===== src/rtl/count_seq_checker_sat_counter.sv =====
// sat_counter: saturating statistics counter.
// A clear and an increment on the same edge leave the count at 1.
module sat_counter #(
   parameter int W = 8
) (
   input  logic         clk,
   input  logic         reset,
   input  logic         inc_i,
   input  logic         clr_i,
   output logic [W-1:0] cnt_o
);

   logic [W-1:0] cnt_q;
   logic [W-1:0] cnt_d;

   // Clear first, then count up unless already at max.
   always_comb begin
      cnt_d = cnt_q;
      if (clr_i) cnt_d = '0;
      if (inc_i && (cnt_d != '1)) cnt_d = cnt_d + W'(1);
   end

   // Count register.
   always_ff @(posedge clk) begin
      if (reset) cnt_q <= '0;
      else       cnt_q <= cnt_d;
   end

   assign cnt_o = cnt_q;

endmodule


===== config.mk =====
export PLATFORM = sky130hd
export DESIGN_NAME = sat_counter
export DESIGN_NICKNAME = d
export VERILOG_FILES = /design/src/rtl/count_seq_checker_sat_counter.sv
export SDC_FILE = /design/constraint.sdc
export NUM_CORES = 1
export LEC_CHECK = 0
export ABC_AREA = 1
export BUFFER_PORTS_ARGS = -buffer_cell sky130_fd_sc_hd__buf_4
export CORE_AREA = 2 2 39 41
export CTS_BUF_LIST = sky130_fd_sc_hd__clkbuf_4 sky130_fd_sc_hd__clkbuf_8
export CTS_CLUSTER_DIAMETER = 150
export DETAILED_ROUTE_END_ITERATION = 8
export DIE_AREA = 0 0 41 43
export SYNTH_ARGS = -nofsm -noshare
export SYNTH_HDL_FRONTEND = slang
export SYNTH_SLANG_ARGS = --single-unit

===== constraint.sdc =====
create_clock -name clk -period 2.7 [get_ports clk]
set_clock_uncertainty 0.05 [all_clocks]
set_input_delay 0.135 -clock clk [delete_from_list [all_inputs] [get_ports clk]]
set_output_delay 0.135 -clock clk [all_outputs]
set_load 0.02 [all_outputs]

==> impl_metrics.csv <==
group,metric,value,unit
synth,synthTopCellsByCount,"15 x nand2_1, 12 x inv_1, 11 x nor2_1",
floorplanning,start_util,34.0,%
clocking,htree_levels,1,
place,dp_worst_setup_slack,1.43,ns
final_layout,layout.cells.non_filler,102,
final_layout,post-route-util,43.8,%
synth,synthFlopType,"dfxtp_1",
floorplanning,placement_rows,14,
setup_path,crit_type,"reg -> reg",
clocking,cts_hold_buffers,1,
final_layout,drive_above_1_share,27.9,%
drt,vias,485,
sta,slew_violations,0,
status,status,"finished, final reports clean",
global_routing,gr-total-overflow,0,
synth,yosys.area.top_type,"dfxtp_1",
final_layout,final_area,606,sq um
synth,synthCells,71,
setup_path,worst_ep_arrival_time,1.41,ns
place,port_buffers,11,
synth,synthesis.area,470,sq um
final_layout,nNetsFinal,92,
clocking,cts_root_buf,"clkbuf_4",
synth,ys_warn_count,0,
drt,finalWirelength,1010,microns
synth,yosysMostFrequentCell,"nand2_1",
setup_path,setup.worst_path.end_class,"flop",
synth,synth_edf_count,0,
synth,synth_area_leaders,"dfxtp_1 34%, nand2_1 12%, inv_1 9.6%, nor2_1 8.8%, a21oi_1 8.5%",
setup_path,cp_max_fo,4,
setup_path,r2r_start,"cnt_o[1]",
floorplanning,die-area,1760,sq um
synth,synth.ff_latch_count,8,
pwr,p_leak,0.301,nW
place,placed_area,573,sq um
setup_path,start_kind,"flop",
global_routing,grt_max_degree,11,
final_layout,n_antenna_cell,0,
pwr,ir_drop,0.000274,V
clocking,insertion_delay,0.26,ns
clocking,cts.clk_slew.worst_paths,0.06,ns
synth,syn_nets,75,
drt,vias_per_cell,4.75,
sta,timing.slew.headroom,84.6,%
final_layout,syn2layout_area_growth,28.7,%
clocking,post_cts_resized,0,
global_routing,grtUsageTotal,14.6,%
global_routing,antenna_found_initial,0,
floorplanning,die_x,41,microns
floorplanning,io_pins,12,
sta,setup-tns-final,0,ns
setup_path,startpoint,"cnt_o[1]",
sta,period_share,48.2,%
sta,min_period,1.30,ns
drt,remaining_drc_errors,0,
drt,dr.pass1.iters,4,
sta,setup_slack,1.40,ns
drt,ant_nets,0,
drt,drt_iter0_markers,17,
flow_run,maxCapViolCount,0,
clocking,cts.sinks,8,
sta,final-setup-viol-count,0,
synth,syn-mean-instance-area,6.63,sq um
synth,ys_async_sr_fraction,0,%
place,placed_cells,98,
clocking,post_cts_buffers,0,
synth,ys_seq_area_share,34.0,%
floorplanning,core_region_area,1380,sq um
place,hpwl,742,microns
global_routing,grt_util_met2,19.7,%
global_routing,busiest_layer,"met2",
clocking,cts_tree,"done",
pwr,p_per_area,399,nW/um^2
clocking,clock_path_buffers,2,
global_routing,grt_pass1_vias,425,
hold_path,hp-class,"in -> reg",
global_routing,grt_pass1_wl,1690,microns
drt,detail_route.wl_per_cell,9.94,microns
final_layout,largest_reg_flops,8,
global_routing,grtUsageMet3,3.14,%
sta,rsz0062_at_grt,"no",
synth,yosysUniqueCellTypes,12,
synth,synth_top_cell_area_share,34.0,%
sta,max_freq,768,MHz
setup_path,critPathRequiredTime,2.81,ns
clocking,cts_buffers,3,
global_routing,grtUsageMet1,18.6,%
hold_path,hold_start,"inc_i",
sta,worst_pin_slew,0.231,ns
floorplanning,die_y,43,microns
sta,hold_viol,0,
place,gp_routability_congestion,0.758,
layer usage:
metal	vias to the layer above	wire length [microns]	share of wire [%]
met3	5	40	3.9
met4	0	36	3.6
li1	253	-	-
met5	-	0	0
met1	213	473	47
met2	14	464	46
path summary, 6_finish.rpt:
path | depth (start not counted) | end | slack (ns)
setup / recovery | 7 | cnt_o[6] | 1.40
hold / removal | 3 | cnt_o[0] | 0.11
setup reg to reg | 7 | cnt_o[6] | 1.40
hold reg to reg | 2 | cnt_o[7] | 0.44
cell type report:
class	instances	area [sq um]
sequential	8	160
clock buffer	3	22.5
inverter	13	51.3
multi-input combinational	50	259
timing repair buffer	12	92.6
fill	148	778
tap	16	20.0
layout by cell type (no fill, tap or decap):
master / n
nor2_4: 2
nand3_2: 4
a21oi_1: 8
nand2_4: 1
buf_4: 11
nand2_1: 15
dlygate4sd3_1: 1
o21ai_0: 1
clkbuf_4: 3
inv_4: 1
nand3_1: 6
inv_1: 12
nor2_2: 2
dfxtp_1: 8
nor2_1: 11
worst max-delay path, cell delays in order (launching register included):
cell	delay, ns
dfxtp_1	0.37
inv_1	0.05
nor2_1	0.17
nand3_2	0.15
nor2_2	0.19
nand3_1	0.10
nand2_1	0.07
nor2_1	0.04
report_power, final:
group	internal (mW)	switching (mW)
clock	0.0513	0.0476
sequential	0.120	0.00184
combinational	0.00887	0.0123
per-stage QoR:
step / total power, mW / hold slack [ns]
5_1_grt: 0.248 / 0.143
3_3_place_gp: 0.144 / 0.251
4_1_cts: 0.243 / 0.116
3_5_place_dp: 0.144 / 0.252
6_report: 0.241 / 0.111
2_1_floorplan: 0.134 / 0.154
logic make-up after synthesis:
| logic type | synth area share [%] |
|---|---|
| and+or+nand+nor | 45.5 |
| buffers and inverters | 10.9 |
| DFF | 34.0 |
| AOI/OAI and AO/OA | 9.57 |
(Power assumes the default switching activity.)
